==> config.mk <==
export PLATFORM = sky130hd
export DESIGN_NAME = lsu_sq
export DESIGN_NICKNAME = d
export VERILOG_FILES = /design/src/rtl/lsu_sq.sv
export SDC_FILE = /design/constraint.sdc
export NUM_CORES = 1
export LEC_CHECK = 0
export CAP_MARGIN = 20
export CORE_MARGIN = 10
export CORE_UTILIZATION = 55
export CTS_BUF_LIST = sky130_fd_sc_hd__clkbuf_16
export CTS_CLUSTER_SIZE = 28
export DETAILED_ROUTE_END_ITERATION = 10
export PLACE_DENSITY = 0.76
export SYNTH_ARGS = -nofsm -noshare
export SYNTH_HDL_FRONTEND = slang
export SYNTH_SLANG_ARGS = --single-unit
==> constraint.sdc <==
create_clock -name clk -period 13.6 [get_ports clk]
set_clock_uncertainty 0.05 [all_clocks]
set_input_delay 2.72 -clock clk [delete_from_list [all_inputs] [get_ports clk]]
set_output_delay 2.72 -clock clk [all_outputs]
set_load 0.02 [all_outputs]
==> src/rtl/lsu_sq.sv <==
// Store queue: buffers committed-order stores from LSU_ID and drains one ROB-retired
// store at a time into the data cache, then notifies the LQ of the retired address.
`ifndef SQ_DEPTH
`define SQ_DEPTH 8
`endif

package procyon_pkg;
    localparam int TAG_W  = 6;
    localparam int ADDR_W = 32;
    localparam int DATA_W = 32;

    typedef logic [TAG_W-1:0]  procyon_tag_t;
    typedef logic [ADDR_W-1:0] procyon_addr_t;
    typedef logic [DATA_W-1:0] procyon_data_t;
    typedef logic [2:0]        procyon_lsu_func_t;

    localparam procyon_lsu_func_t LSU_FUNC_SB = 3'd5;
    localparam procyon_lsu_func_t LSU_FUNC_SH = 3'd6;
    localparam procyon_lsu_func_t LSU_FUNC_SW = 3'd7;
endpackage

// state | meaning
// IDLE  | waiting for the ROB to retire a store held in the queue
// WRITE | latched slot's write presented to the data cache until acked
// DONE  | one-cycle retire notice to the LQ; latched slot freed at end
module lsu_sq
    import procyon_pkg::*;
#(
    parameter int SQ_DEPTH = `SQ_DEPTH
) (
    input  logic              clk,
    input  logic              rst,
    input  logic              i_flush,
    output logic              o_full,
    input  procyon_tag_t      i_alloc_tag,
    input  procyon_addr_t     i_alloc_addr,
    input  procyon_data_t     i_alloc_data,
    input  procyon_lsu_func_t i_alloc_lsu_func,
    input  logic              i_alloc_en,
    input  procyon_tag_t      i_rob_retire_tag,
    input  logic              i_rob_retire_en,
    output logic              o_rob_retire_stall,
    output procyon_addr_t     o_dc_wr_addr,
    output procyon_data_t     o_dc_wr_data,
    output procyon_lsu_func_t o_dc_wr_lsu_func,
    output logic              o_dc_wr_en,
    input  logic              i_dc_wr_ack,
    output procyon_addr_t     o_sq_retire_addr,
    output procyon_lsu_func_t o_sq_retire_lsu_func,
    output logic              o_sq_retire_en
);

    localparam int IDX_W = $clog2(SQ_DEPTH);
    localparam int CNT_W = $clog2(SQ_DEPTH + 1);

    typedef enum logic [1:0] {IDLE, WRITE, DONE} state_t;

    state_t                 state_q, state_d;
    logic [IDX_W-1:0]       slot_q, slot_d;
    logic [SQ_DEPTH-1:0]    valid_q, valid_d;

    procyon_tag_t           tag_q  [SQ_DEPTH];
    procyon_addr_t          addr_q [SQ_DEPTH];
    procyon_data_t          data_q [SQ_DEPTH];
    procyon_lsu_func_t      func_q [SQ_DEPTH];

    logic                   alloc_ok;
    logic [IDX_W-1:0]       alloc_idx;
    logic [IDX_W-1:0]       match_idx;
    logic [CNT_W-1:0]       match_cnt;

    assign o_full   = &valid_q;
    assign alloc_ok = i_alloc_en && !o_full && !i_flush;

    always_comb begin
        alloc_idx = '0;
        for (int i = SQ_DEPTH - 1; i >= 0; i--) begin
            if (!valid_q[i]) alloc_idx = IDX_W'(i);
        end
    end

    // A retire is only honoured when the tag identifies a single live slot.
    always_comb begin
        match_cnt = '0;
        match_idx = '0;
        for (int i = 0; i < SQ_DEPTH; i++) begin
            if (valid_q[i] && (tag_q[i] == i_rob_retire_tag)) begin
                match_cnt = match_cnt + CNT_W'(1);
                match_idx = IDX_W'(i);
            end
        end
    end

    always_comb begin
        state_d = state_q;
        slot_d  = slot_q;
        case (state_q)
            IDLE: begin
                if (i_rob_retire_en && (match_cnt == CNT_W'(1))) begin
                    state_d = WRITE;
                    slot_d  = match_idx;
                end
            end
            WRITE:   if (i_dc_wr_ack) state_d = DONE;
            DONE:    state_d = IDLE;
            default: state_d = IDLE;
        endcase
    end

    // The latched slot survives a flush: the ROB has already committed it.
    always_comb begin
        valid_d = valid_q;
        if (i_flush) begin
            for (int i = 0; i < SQ_DEPTH; i++) begin
                if (!((state_q != IDLE) && (slot_q == IDX_W'(i)))) valid_d[i] = 1'b0;
            end
        end else if (alloc_ok) begin
            valid_d[alloc_idx] = 1'b1;
        end
        if (state_q == DONE) valid_d[slot_q] = 1'b0;
    end

    always_ff @(posedge clk) begin
        if (rst) begin
            state_q <= IDLE;
            slot_q  <= '0;
            valid_q <= '0;
        end else begin
            state_q <= state_d;
            slot_q  <= slot_d;
            valid_q <= valid_d;
        end
    end

    always_ff @(posedge clk) begin
        if (!rst && alloc_ok) begin
            tag_q[alloc_idx]  <= i_alloc_tag;
            addr_q[alloc_idx] <= i_alloc_addr;
            data_q[alloc_idx] <= i_alloc_data;
            func_q[alloc_idx] <= i_alloc_lsu_func;
        end
    end

    assign o_rob_retire_stall   = (state_q != IDLE);
    assign o_dc_wr_en           = (state_q == WRITE);
    assign o_sq_retire_en       = (state_q == DONE);
    assign o_dc_wr_addr         = addr_q[slot_q];
    assign o_dc_wr_data         = data_q[slot_q];
    assign o_dc_wr_lsu_func     = func_q[slot_q];
    assign o_sq_retire_addr     = addr_q[slot_q];
    assign o_sq_retire_lsu_func = func_q[slot_q];

endmodule

### Word-level counts from Yosys, hierarchy flattened

Memories as Yosys holds them, arrays and structs flattened. A register that Yosys moved wholly into a read port is not among the register bits.
Cells that the tools add are included.
W data, S select, Z words.

| storage, ports and cells | value |
|---|---|
| word-level logic and storage cells | 121 |
| input bits | 85 |
| memories | 4 |
| bits in writable memories | 584 |
| flip-flop bits (word level) | 13 |
| output and inout bits | 106 |

| operators by class | value |
|---|---|
| reductions and logical operators | 31 |
| magnitude comparators | 4 |
| bitwise gates (word level) | 3 |
| eq/ne operators | 20 |
| $add $sub $neg | 7 |
| muxes and demuxes | 49 |

Memory list:

| name | depth | bits a word | rd ports | clocked after Yosys merged registers in | wr ports | line | RTL |
|---|---|---|---|---|---|---|---|
| addr_q | 8 | 32 | 1 | 1 | 1 | 63 | `procyon_addr_t addr_q [SQ_DEPTH];` |
| data_q | 8 | 32 | 1 | 1 | 1 | 64 | `procyon_data_t data_q [SQ_DEPTH];` |
| tag_q | 8 | 6 | 8 | 0 | 1 | 62 | `procyon_tag_t tag_q [SQ_DEPTH];` |
| func_q | 8 | 3 | 1 | 1 | 1 | 65 | `procyon_lsu_func_t func_q [SQ_DEPTH];` |

Operator list:

| cell | number |
|---|---|
| $mux W3 | 20 |
| $eq A6 B6 Y1 | 8 |
| $add A4 B1 Y4 const B | 7 |
| $mux W4 | 7 |
| $mux W8 | 3 |
| $logic_and A1 B1 Y1 | 22 |
| $mux W1 | 14 |
| $eq A3 B3 Y1 const B | 4 |
| $and A8 B8 Y8 | 1 |
| $lt A3 B4 Y1 const B | 2 |
| $not A8 Y8 | 1 |
| $or A8 B8 Y8 | 1 |
| $reduce_and A8 Y1 | 1 |
| $demux W1 S3 | 2 |
| $eq A3 B2 Y1 const B | 2 |
| $ge A3 B1 Y1 const B | 2 |
| $eq A4 B1 Y1 const B | 1 |
| $mux W2 | 2 |
| $pmux W2 S2 | 1 |
| $reduce_and A2 Y1 | 2 |
| $eq A3 B1 Y1 const B | 1 |
| $logic_not A1 Y1 | 3 |
| $logic_not A3 Y1 | 1 |
| $eq A2 B1 Y1 const B | 1 |
| 5 further kinds | 5 |

### Longest topological paths before layout

Gate-level depths: netlist of the first run.
An unclocked memory read counts as a cell.

| depth | value |
|---|---|
| word-level depth | 23 |
| mapped depth | 32 |
| mapped depth without buffers | 30 |

### Worst setup path after synthesis of the first run

No wires, ideal clock.

| timing path | value |
|---|---|
| path kind | in2reg |
| start point | in i_flush |
| end point | mem addr_q[1][0] in the netlist's numbering (enable) |
| required time | 12.836 ns |
| slack | 2.205 ns |
| arrival | 10.631 ns |
| cell stages on the path | 3 |
| buffers on the path | 1 |
| setup time | 0.714 ns |
| cell sequence | clkbuf_1 > nand2b_1 > nor4b_1 |

| between the ends | value |
|---|---|
| word-level cells in the longest chain between the ends | 5 |

Ends and longest elaborated chain:

| item | line | RTL |
|---|---|---|
| from (decl) | 33 | `input logic i_flush,` |
| $logic_not A1 Y1 | 73 | `assign alloc_ok = i_alloc_en && !o_full && !i_flush;` |
| $logic_and A1 B1 Y1 | 73 |  |
| $logic_and A1 B1 Y1 | 136 | `if (!rst && alloc_ok) begin` |
| $mux W1 | 136 |  |
| $mux W1 (implied by the code) | 138 | `addr_q[alloc_idx] <= i_alloc_addr;` |
| to (decl) | 63 |  |

Every way passes these cells.

### Worst setup path in the final report of the first run

| timing path | value |
|---|---|
| start point | in i_rob_retire_tag[2] |
| end point | reg slot_q[0] |

| between the ends | value |
|---|---|
| word-level cells in the longest chain between the ends | 20 |
| elaborated cells on any way between the ends | 41 |
| classes of those cells | add/sub: 7; eq/ne: 9; mux: 15; reduce/logical: 10 |

Ends and longest elaborated chain:

| item | line | RTL |
|---|---|---|
| from (decl) | 40 | `input procyon_tag_t i_rob_retire_tag,` |
| $eq A6 B6 Y1 | 87 | `if (valid_q[i] && (tag_q[i] == i_rob_retire_tag)) begin` |
| $logic_and A1 B1 Y1 | 87 |  |
| $mux W1 | 87 |  |
| $add A4 B1 Y4 | 88 | `match_cnt = match_cnt + CNT_W'(1);` |
| $mux W4 | 87 |  |
| $add A4 B1 Y4 | 88 |  |
| $mux W4 | 87 |  |
| $add A4 B1 Y4 | 88 |  |
| [... 4 more ...] | - |  |
| $mux W4 | 87 |  |
| $add A4 B1 Y4 | 88 |  |
| $mux W4 | 87 |  |
| $add A4 B1 Y4 | 88 |  |
| $mux W4 | 87 |  |
| $eq A4 B1 Y1 | 99 | `if (i_rob_retire_en && (match_cnt == CNT_W'(1))) begin` |
| $logic_and A1 B1 Y1 | 99 |  |
| $reduce_and A2 Y1 (no source line) | - |  |
| to (signal assigned) | 130 | `slot_q <= slot_d;` |
| to (decl) | 59 | `logic [IDX_W-1:0] slot_q, slot_d;` |

Several ways; a longest one is shown, not always the timed one.
A chain may end at the register's enable or synchronous reset.

==> results of run 1 <==
cell usage after synthesis, types with 3 or more instances:
master,n,area share [%]
sky130_fd_sc_hd__edfxtp_1,584,74
sky130_fd_sc_hd__mux4_2,134,13
sky130_fd_sc_hd__mux2_2,67,3.2
sky130_fd_sc_hd__xnor2_1,48,1.8
sky130_fd_sc_hd__buf_4,35,1.1
sky130_fd_sc_hd__clkbuf_1,30,0.47
sky130_fd_sc_hd__nand2_1,19,0.30
sky130_fd_sc_hd__nor2_1,19,0.30
sky130_fd_sc_hd__dfxtp_1,16,1.3
sky130_fd_sc_hd__inv_1,14,0.22
sky130_fd_sc_hd__buf_1,13,0.21
sky130_fd_sc_hd__a21oi_1,12,0.25
sky130_fd_sc_hd__nand4_1,11,0.29
sky130_fd_sc_hd__o21ai_0,10,0.21
sky130_fd_sc_hd__nand3_1,8,0.17
sky130_fd_sc_hd__nor3_1,8,0.17
sky130_fd_sc_hd__xor2_1,8,0.29
sky130_fd_sc_hd__buf_6,7,0.33
sky130_fd_sc_hd__nor2b_1,7,0.18
sky130_fd_sc_hd__a31oi_1,6,0.16
sky130_fd_sc_hd__ha_1,6,0.32
sky130_fd_sc_hd__a211oi_1,5,0.16
sky130_fd_sc_hd__nand2b_1,5,0.13
sky130_fd_sc_hd__xnor3_1,5,0.47
sky130_fd_sc_hd__a311oi_1,4,0.15
sky130_fd_sc_hd__or3_1,4,0.11
sky130_fd_sc_hd__nor4_1,3,0.079
sky130_fd_sc_hd__or2_2,3,0.079
metrics by stage:
step / power [uW] / cells / util (%)
2_1_floorplan: 2126 / 1120 / -
3_3_place_gp: 2185 / 1831 / 60.90
3_5_place_dp: 2189 / 1831 / 60.90
4_1_cts: 3716 / 1934 / 65.12
5_1_grt: 3794 / 1934 / 65.12
6_report: 3680 / 1936 / 65.14
where the power goes:
part           internal (uW)  leakage [uW]  switching, uW
Clock                    888      0.000925            643
Combinational           51.4       0.00230           59.1
Sequential              2040       0.00539           2.95
Total                   2970       0.00862            705
worst reg2reg max path, delay by kind of cell, from the launching register on:
kind / cells / cell delay (ns)
AND/OR/NAND/NOR: 13 / 2.65
adder cells (fa/ha/maj): 6 / 1.69
AO/OA/AOI/OAI: 4 / 0.79
flip-flops: 1 / 0.60
XOR/XNOR: 2 / 0.36
buffers and inverters: 3 / 0.20
logic make-up (layout without fill, tap and decap cells):
logic type,after synthesis,count (layout),share of synthesized area [%]
muxes,201,201,15.88
buffers and inverters,101,330,2.370
AOI/OAI and AO/OA,53,53,1.527
xor gates and xnor gates,61,61,2.538
adders and majority gates,6,6,0.3159
DFF,600,600,75.16
other,0,2,0
and+or+nand+nor,98,98,2.217
flip-flops by register name (all words and copies together), names as in the netlist, named ones only:
name and count:
tag_q 48, addr_q 256, data_q 256, func_q 24, valid_q 8, slot_q 3
state_q 2
layer usage:
metal | global-route usage [%] | up-vias | part of all wire [%]
met3 | 5.113 | 81 | 7.4
met1 | 23.90 | 5875 | 41
met2 | 29.44 | 366 | 49
met5 | 0 | - | 0.23
met4 | 4.739 | 14 | 2.1
li1 | - | 4928 | -
layout make-up:
cell class                      count  area, um^2  share of cell area, %
Tap cell                          585       732.0                  2.620
Sequential cell                   600       17870                  63.97
Clock buffer                       55        1376                  4.927
Antenna cell                        2       5.005                0.01792
Inverter                           16       60.06                 0.2150
Timing Repair Buffer              211        2059                  7.373
Clock inverter                     48       436.7                  1.563
Multi-Input combinational cell    419        5396                  19.32
how the worst max path moves through the flow:
stage,startpoint,end,slack (ns),cells past startpoint
CTS,i_rob_retire_tag[2],flop,4.80,30
finish,i_rob_retire_tag[2],slot_q[0],4.69,30
detailed placement,i_rob_retire_tag[2],slot_q[0],4.17,30
floorplan,i_flush,addr_q[1][0],2.20,3
global route,i_rob_retire_tag[0],slot_q[0],4.23,31
global placement,i_rob_retire_tag[2],flop,4.40,30
==> summary.md, run 1 <==
| Metric | Value |
|---|---|
| Run status | completed |
| Vias after detailed routing | 11,260 |
| Initial core utilization | 55.40% |
| Final number of setup-violating endpoints | 0 |
| Sort of element at the end of the critical path | flop |
| Maximum fanout along the worst path | 8 |
| Fin. Hold Viols | 0 |
| Cell Rows | 76 |
| Global-route total usage across every layer | 18.15% |
| Top achievable clock speed | 112.2 MHz |
| Hold worst-path end | valid_q[2] |
| Share of the clock period used by the worst path after layout | 65.51% |
| Clock input transition at the sequential cells of the worst setup and hold paths | 0.06 ns |
| First-pass GRT wire length | 72,280 um |
| Final ANT Viol Nets | 0 |
| Via density per instance | 5.818 |
| Max_cap viols | 0 |
| Post-synth net total | 1,211 |
| Clock latency on the worst-skew pair | 0.60 ns |
| Hold Path Depth | 2 |
| Critical Path AT | 9.32 ns |
| Category of the most critical setup path | in2reg |
| Most frequent cell on the critical path | sky130_fd_sc_hd__ha_1 |
| Count of buffers inserted at the top-level ports | 190 |
| Share of layout cells above drive strength 1 | 23.94% |
| Setup WS pre-CTS | 4.173 ns |
| CP peak stage delay | 0.78 ns |
| Final-layout fill cell count | 2,799 |
| Worst Hold Class | reg2reg |
| Pin count of the biggest net entering global routing | 72 |
| Cell family contributing the most delay on the critical path | simple AND/OR/NAND/NOR gates |
| Count of cells along the worst register-to-register path | 28 |
| Cell leakage power | 0.008621 uW |
| Routability congestion estimate from global placement | 0.8777 |
| Worst slew margin relative to its limit | 26.80% |
| Post-CTS setup buffers | 0 |
| Post-Route Setup TNS | 0 ns |
| Per-instance average area after synthesis | 21.21 um^2 |
| DRT Pass-1 Iters | 5 |
| Worst flop-to-flop path startpoint | valid_q[0] |
| Layout overhead on the synthesized area | 17.57% |
| Critical register-to-register path endpoint | slot_q[0] |
| Via count of the first global-routing pass | 11,810 |
| # IOs | 191 |
| Top FF cell, synth | sky130_fd_sc_hd__edfxtp_1 |
| FF+latch count, synth | 600 |
| Initial antenna violation count | 9 |
| Time the final worst path needs with I/O delays and setup | 8.909 ns |
| Design Area, Final | 27,930 um^2 |
| Remaining Overflow, GRT | 0 |
| Vertical extent of the die | 227.8 um |
| H-tree level count | 2 |
| Data required time at the worst endpoint | 14.01 ns |
| Buffer depth of the longest clock path | 3 |
| Netlist cell types | 50 |
| Synthesized instance count | 1,120 |
| Worst-Margin Slew | 1.098 ns |
| Worst setup slack for register-to-register paths | 7.13 ns |
| Total standard cell area after synthesis | 23,760 um^2 |
| Clock Sinks | 600 |
| Post-detail-place hpwl | 26,900 um |
| Horizontal die dimension | 227.8 um |
| Worst IR drop on VDD | 0.1022 mV |
| Sequential-to-total area share from yosys stat | 75.16% |
| Final WS setup | 4.691 ns |
| Setup repair after global routing missed its margin | false |
| Root cell of the clock tree | sky130_fd_sc_hd__clkbuf_16 |
| Worst setup SP type | input port |
| TritonCTS buffer count | 55 |
| Overall die area | 51,910 um^2 |
| Core Footprint | 42,890 um^2 |
| Max Transition Viols Final | 0 |
| Power density over the cells | 131.7 nW/um^2 |
| Drt initial violations | 868 |
| Most common cell after layout, fill and taps aside | sky130_fd_sc_hd__edfxtp_1 |
| Hold WS | 0.5134 ns |
| Synth async-reset ratio | 0% |
| TritonCTS clock tree | done |
| Detailed-route wire length | 47,360 um |
| Detailed-route DRC error count | 0 |
| Post-cts gate resize count | 0 |
| Warning count from the yosys run | 0 |
| Worst min-delay path startpoint | valid_q[2] |
| Number of enable flip-flop cells after synthesis | 584 |
| Slowest stage cell on the critical path | sky130_fd_sc_hd__clkdlybuf4s50_1 |
| Leading cell types in the layout, fill and taps excluded | sky130_fd_sc_hd__edfxtp_1, sky130_fd_sc_hd__clkdlybuf4s50_1, sky130_fd_sc_hd__mux4_2 |
| Post-cts hold buffer count | 0 |
| Worst Path Buf+Inv | 4 |
| Post-DP Area | 26,120 um^2 |
| Routed wire per std cell | 24.46 um |
| Final-stage net count | 1,394 |
Note: power is estimated with default switching activity, not from simulation.
==> run 2, diff against run 1 <==
Clock period 13.6 ns to 9.1 ns, I/O delays scaled along.
==> run 2 against run 1 <==
- via count fell by 0.24%
- global-route usage barely moved
- largest cell class unchanged
- clock-buffer cell count rose by 2
- sequential share of layout area barely moved
- final area barely moved
- power rose by 49%
==> summary.md, run 2 (synthesis results as in run 1) <==
| Metric | Value |
|---|---|
| Cell-internal power | 4420 uW (+49%) |
| Category of the most critical setup path | in2reg |
| Clock input transition at the sequential cells of the worst setup and hold paths | 0.06 ns (about the same) |
| Via density per instance | 5.819 (about the same) |
| Setup WS pre-CTS | 0.5582 ns (-3.615 ns) |
| TritonCTS buffer count | 57 (+3.6%) |
| Clock latency on the worst-skew pair | 0.61 ns (about the same) |
| Vias after detailed routing | 11,240 (-0.24%) |
| Fin. Hold Viols | 0 (unchanged) |
| Power density over the cells | 196.1 nW/um^2 (+49%) |
| Share of the clock period used by the worst path after layout | 87.22% |
| Cell family contributing the most delay on the critical path | simple AND/OR/NAND/NOR gates |
| Worst-Margin Slew | 0.9835 ns (-0.1146 ns) |
| H-tree level count | 2 (unchanged) |
| Final WS setup | 1.163 ns (-3.528 ns) |
| Post-Place Cells | 1,831 (unchanged) |
| Most frequent cell on the critical path | sky130_fd_sc_hd__ha_1 |
| Share of layout cells above drive strength 1 | 23.64% (-0.30 points) |
| Clock network power share | 41.3% (-0.3 points) |
| Routability congestion estimate from global placement | 0.8563 (-2.4%) |
| Worst Hold Class | reg2reg |
| Buffer depth of the longest clock path | 3 (unchanged) |
| Post-Route Setup TNS | 0 ns (unchanged) |
| Clock Sinks | 600 (unchanged) |
| Global-route total usage across every layer | 18.15% (about the same) |
| Final ANT Viol Nets | 0 (unchanged) |
| Flop pwr share | 55.7% (+0.3 points) |
| Maximum fanout along the worst path | 8 (unchanged) |
| Pin count of the biggest net entering global routing | 64 (-11%) |
| Post-route non-filler standard cell count | 1,931 (-0.26%) |
| Max_cap viols | 0 (unchanged) |
| Most common cell after layout, fill and taps aside | sky130_fd_sc_hd__edfxtp_1 |
| Final number of setup-violating endpoints | 0 (unchanged) |
| Overall die area | 51,910 um^2 (unchanged) |
| Via count of the first global-routing pass | 11,770 (-0.38%) |
| Critical Path AT | 8.35 ns (-0.97 ns) |
| Final-layout fill cell count | 2,776 (-0.82%) |
| Slowest stage cell on the critical path | sky130_fd_sc_hd__clkdlybuf4s50_1 |
| Hold WS | 0.5105 ns (-0.002929 ns) |
| Multi-input logic area | 5405 um^2 (+0.16%) |
| Worst IR drop on VDD | 0.1755 mV (+72%) |
| Run status | completed |
| Detailed-route wire length | 47,310 um (-0.11%) |
| CP peak stage delay | 0.76 ns (-0.02 ns) |
| Top Registers | addr_q: 256 flops, data_q: 256 flops, tag_q: 48 flops |
| TritonCTS clock tree | done |
| Detailed-route DRC error count | 0 (unchanged) |
| Vertical extent of the die | 227.8 um (unchanged) |
| Post-CTS setup buffers | 0 (unchanged) |
| Core Footprint | 42,890 um^2 (unchanged) |
| Leading cell types in the layout, fill and taps excluded | sky130_fd_sc_hd__edfxtp_1, sky130_fd_sc_hd__clkdlybuf4s50_1, sky130_fd_sc_hd__mux4_2 |
| Data required time at the worst endpoint | 9.52 ns (-4.49 ns) |
| Power spent charging and discharging nets | 1055 uW (+50%) |
| Relative contribution of combinational cells to total power | 3.0% (about the same) |
| # IOs | 191 (unchanged) |
| Initial core utilization | 55.40% (unchanged) |
| Top achievable clock speed | 126.0 MHz |
| Post-detail-place hpwl | 26,620 um (-1.0%) |
| Fraction of power spent switching nets | 19.26% (+0.10 points) |
| Initial antenna violation count | 4 (-5) |
| Root cell of the clock tree | sky130_fd_sc_hd__clkbuf_16 |
| Worst Path Buf+Inv | 4 (unchanged) |
| Worst slew margin relative to its limit | 34.44% (+7.6 points) |
| Post-cts gate resize count | 0 (unchanged) |
| First-pass GRT wire length | 72,320 um (about the same) |
| Worst setup SP type | input port |
| Setup repair after global routing missed its margin | false |
| DRT Pass-1 Iters | 6 (+1) |
| Cell leakage power | 0.008619 uW (about the same) |
| Drt initial violations | 1,025 (+18%) |
| Layout overhead on the synthesized area | 17.52% (about the same) |
| Sort of element at the end of the critical path | flop |
| Max Transition Viols Final | 0 (unchanged) |
| Routed wire per std cell | 24.50 um (+0.14%) |
| Time the final worst path needs with I/O delays and setup | 7.937 ns |
| Horizontal die dimension | 227.8 um (unchanged) |
| Remaining Overflow, GRT | 0 (unchanged) |
| Cell Rows | 76 (unchanged) |
| Post-cts hold buffer count | 0 (unchanged) |
| Count of buffers inserted at the top-level ports | 190 (unchanged) |
| FF/Latch Area | 17,870 um^2 (unchanged) |
| Final-stage net count | 1,396 (+0.14%) |
==> run 2: through the flow <==
step | utilization [%] | total power [uW] | cell area [um^2]
2_1_floorplan | - | 3176 | 23770
3_3_place_gp | 60.95 | 3265 | 26140
3_5_place_dp | 60.95 | 3271 | 26140
4_1_cts | 65.10 | 5520 | 27920
5_1_grt | 65.10 | 5630 | 27920
6_report | 65.11 | 5475 | 27920
==> run 2: tightest hold or removal path, delay by kind of cell, from the launching register on <==
kind | cells | cell delay (ns)
compound gates | 1 | 0.07
flops | 1 | 0.35
simple gates | 1 | 0.08
==> run 2: power groups by stage <==
stage | Clock (uW) | Combinational (uW) | Sequential (uW)
3_3_place_gp | 0 | 160 | 3100
3_5_place_dp | 0 | 166 | 3110
6_report | 2260 | 165 | 3050
4_1_cts | 2310 | 167 | 3050
2_1_floorplan | 0 | 69.5 | 3110
5_1_grt | 2410 | 177 | 3050
==> run 2: layout make-up <==
class	count	share of cell area, %
sequential	600	63.99
multi-input combinational	419	19.36
timing repair buffer	211	7.420
clock buffer	57	5.108
tap	585	2.621
clock inverter	42	1.277
inverter	16	0.2151
antenna	1	0.008962
==> run 2: path summary, 6_finish.rpt <==
path | slack (ns) | from | cells past startpoint | end
min | 0.51 | valid_q[2] | 2 | valid_q[2]
max | 1.16 | i_rob_retire_tag[1] | 30 | flop
min reg2reg | 0.51 | valid_q[2] | 2 | valid_q[2]
max reg2reg | 2.68 | valid_q[0] | 28 | flop
==> run 2: layer usage <==
layer | up-vias | share of wire [%] | GRT usage, %
met1 | 5874 | 42 | 24.54
met2 | 346 | 49 | 29.04
li1 | 4932 | - | -
met3 | 79 | 6.7 | 4.232
met5 | - | 0.10 | 0
met4 | 6 | 2.3 | 5.578
==> run 3, diff against run 2 <==
Settings changed: DONT_BUFFER_PORTS from default to 1, PLACE_DENSITY 0.76 to 0.7.
==> run 3 against run 2 <==
- via count is 6.5% lower
- sequential cell count did not move
- fmax increased by 12%
- final area shrank 6.2%
- global-route usage decreased by 0.28 points
==> summary.md, run 3 (synthesis results as in run 1) <==
| Metric | Value |
|---|---|
| Count of buffers inserted at the top-level ports | 0 (-100%) |
| Category of the most critical setup path | in2reg |
| Time the final worst path needs with I/O delays and setup | 7.099 ns (-0.8387 ns) |
| Via density per instance | 5.994 (+3.0%) |
| Top achievable clock speed | 140.9 MHz (+12%) |
| Initial antenna violation count | 0 (-4) |
| Pin count of the biggest net entering global routing | 54 (-16%) |
| Max Transition Viols Final | 0 (unchanged) |
| H-tree level count | 2 (unchanged) |
| Initial core utilization | 55.40% (unchanged) |
| Worst setup SP type | input port |
| Detailed-route DRC error count | 0 (unchanged) |
| Total design power | 5524 uW (+0.90%) |
| Final number of setup-violating endpoints | 0 (unchanged) |
| DRT Pass-1 Iters | 4 (-2) |
| Share of layout cells above drive strength 1 | 28.53% (+4.9 points) |
| Post-cts gate resize count | 0 (unchanged) |
| Most common cell after layout, fill and taps aside | sky130_fd_sc_hd__edfxtp_1 |
| Buffer depth of the longest clock path | 3 (unchanged) |
| Routability congestion estimate from global placement | 0.8323 (-2.8%) |
| Global-route total usage across every layer | 17.87% (-0.28 points) |
| TritonCTS clock tree | done |
| Maximum fanout along the worst path | 8 (unchanged) |
| Vias after detailed routing | 10,500 (-6.5%) |
| Post-detail-place hpwl | 25,550 um (-4.0%) |
| Root cell of the clock tree | sky130_fd_sc_hd__clkbuf_16 |
| Worst Hold Class | reg2reg |
| Routed wire per std cell | 26.20 um (+7.0%) |
| Final ANT Viol Nets | 0 (unchanged) |
| Run status | completed |
| Layout overhead on the synthesized area | 10.27% |
| Critical Path AT | 7.52 ns (-0.83 ns) |
| Most frequent cell on the critical path | sky130_fd_sc_hd__ha_1 |
| Max_cap viols | 0 (unchanged) |
| Post-Route Setup TNS | 0 ns (unchanged) |
| Data required time at the worst endpoint | 9.52 ns (about the same) |
| Vertical extent of the die | 227.8 um (unchanged) |
| Clock Sinks | 600 (unchanged) |
| Overall die area | 51,910 um^2 (unchanged) |
| Fin. Hold Viols | 0 (unchanged) |
| Worst-Margin Slew | 1.189 ns (+0.2053 ns) |
| Detailed-route wire length | 45,900 um (-3.0%) |
| Horizontal die dimension | 227.8 um (unchanged) |
| Worst slew margin relative to its limit | 20.02% (-14 points) |
| Cell Rows | 76 (unchanged) |
| Slowest stage cell on the critical path | sky130_fd_sc_hd__or4_4 |
| Setup repair after global routing missed its margin | false |
| Worst IR drop on VDD | 0.1811 mV (+3.2%) |
| Cell leakage power | 0.007945 uW (-7.8%) |
| Share of the clock period used by the worst path after layout | 78.01% (-9.2 points) |
| Core Footprint | 42,890 um^2 (unchanged) |
| CP peak stage delay | 0.49 ns (-0.27 ns) |
| First-pass GRT wire length | 70,410 um (-2.6%) |
| # IOs | 191 (unchanged) |
| Top Registers | addr_q: 256 flops, data_q: 256 flops, tag_q: 48 flops |
| Leading cell types in the layout, fill and taps excluded | sky130_fd_sc_hd__edfxtp_1, sky130_fd_sc_hd__mux4_2, sky130_fd_sc_hd__mux2_2 |
| Remaining Overflow, GRT | 0 (unchanged) |
| Drt initial violations | 714 (-30%) |
| Sort of element at the end of the critical path | flop |
| Post-CTS setup buffers | 0 (unchanged) |
| Inserted Diodes | 0 (-1) |
| Power density over the cells | 210.8 nW/um^2 (+7.5%) |
| Clock latency on the worst-skew pair | 0.60 ns (about the same) |
| Final-stage net count | 1,209 (-13%) |
| TritonCTS buffer count | 59 (+3.5%) |
| Via count of the first global-routing pass | 11,010 (-6.4%) |
| Clock input transition at the sequential cells of the worst setup and hold paths | 0.06 ns (about the same) |
| Post-cts hold buffer count | 0 (unchanged) |
==> run 3: changes by cell type in the layout (fill, tap and decap cells not counted), sizes merged <==
cell           previous run  this run
clkdlybuf4s50           190         0
clkinv                   20        29
bufinv                    6         8
diode                     1         0
clkbuf                   57        60
clkinvlp                  1         5
buf                      21        22
inv                      31        24
==> run 3: routing by layer <==
| layer | vias up | routed length, um | track usage (%) | share of wire [%] |
|---|---|---|---|---|
| li1 | 4553 | - | - | - |
| met1 | 5574 | 18630 | 23.27 | 41 |
| met2 | 304 | 22340 | 28.15 | 49 |
| met3 | 71 | 3988 | 6.230 | 8.7 |
| met4 | 0 | 946 | 5.158 | 2.1 |
| met5 | - | 0 | 0 | 0 |
==> run 3: report_power, final <==
part	internal, uW	switching [uW]	total, uW
logic	25.7	44.5	70.2
registers	3040	4.33	3050
clock network	1420	986	2410
==> run 3: final timing paths <==
check | startpoint | end | slack [ns] | cells after the start
max | i_rob_retire_tag[0] | slot_q[0] | 2.00 | 29
min reg2reg | valid_q[2] | valid_q[2] | 0.48 | 2
max reg2reg | valid_q[0] | slot_q[0] | 2.79 | 28
min | valid_q[2] | valid_q[2] | 0.48 | 2
==> run 3: worst max-delay path: cells and delay by family <==
family | cells | cell delay [ns]
and+or+nand+nor | 13 | 2.57
adders and majority gates | 6 | 1.68
AOI/OAI and AO/OA | 4 | 0.74
xor gates and xnor gates | 3 | 0.49
buffers and inverters | 3 | 0.19
==> run 3: per-stage QoR <==
step	worst slack [ns]	cell area (um^2)	util, %	hold slack (ns)	cells
floorplan	1.327	23770	-	0.4295	1120
global placement	1.616	24220	56.48	0.4846	1641
detailed placement	1.421	24220	56.48	0.4758	1641
CTS	2.048	26170	61.03	0.4869	1751
global route	1.525	26200	61.10	0.5039	1752
finish	2.001	26200	61.10	0.4775	1752
==> run 3: area by class of cell <==
class                      count  area, um^2
clock buffer                  60        1501
clock inverter                50       449.2
fill                        2917       16680
inverter                      16       60.06
multi-input combinational    419        5405
sequential                   600       17870
tap                          585       732.0
timing repair buffer          22       185.2
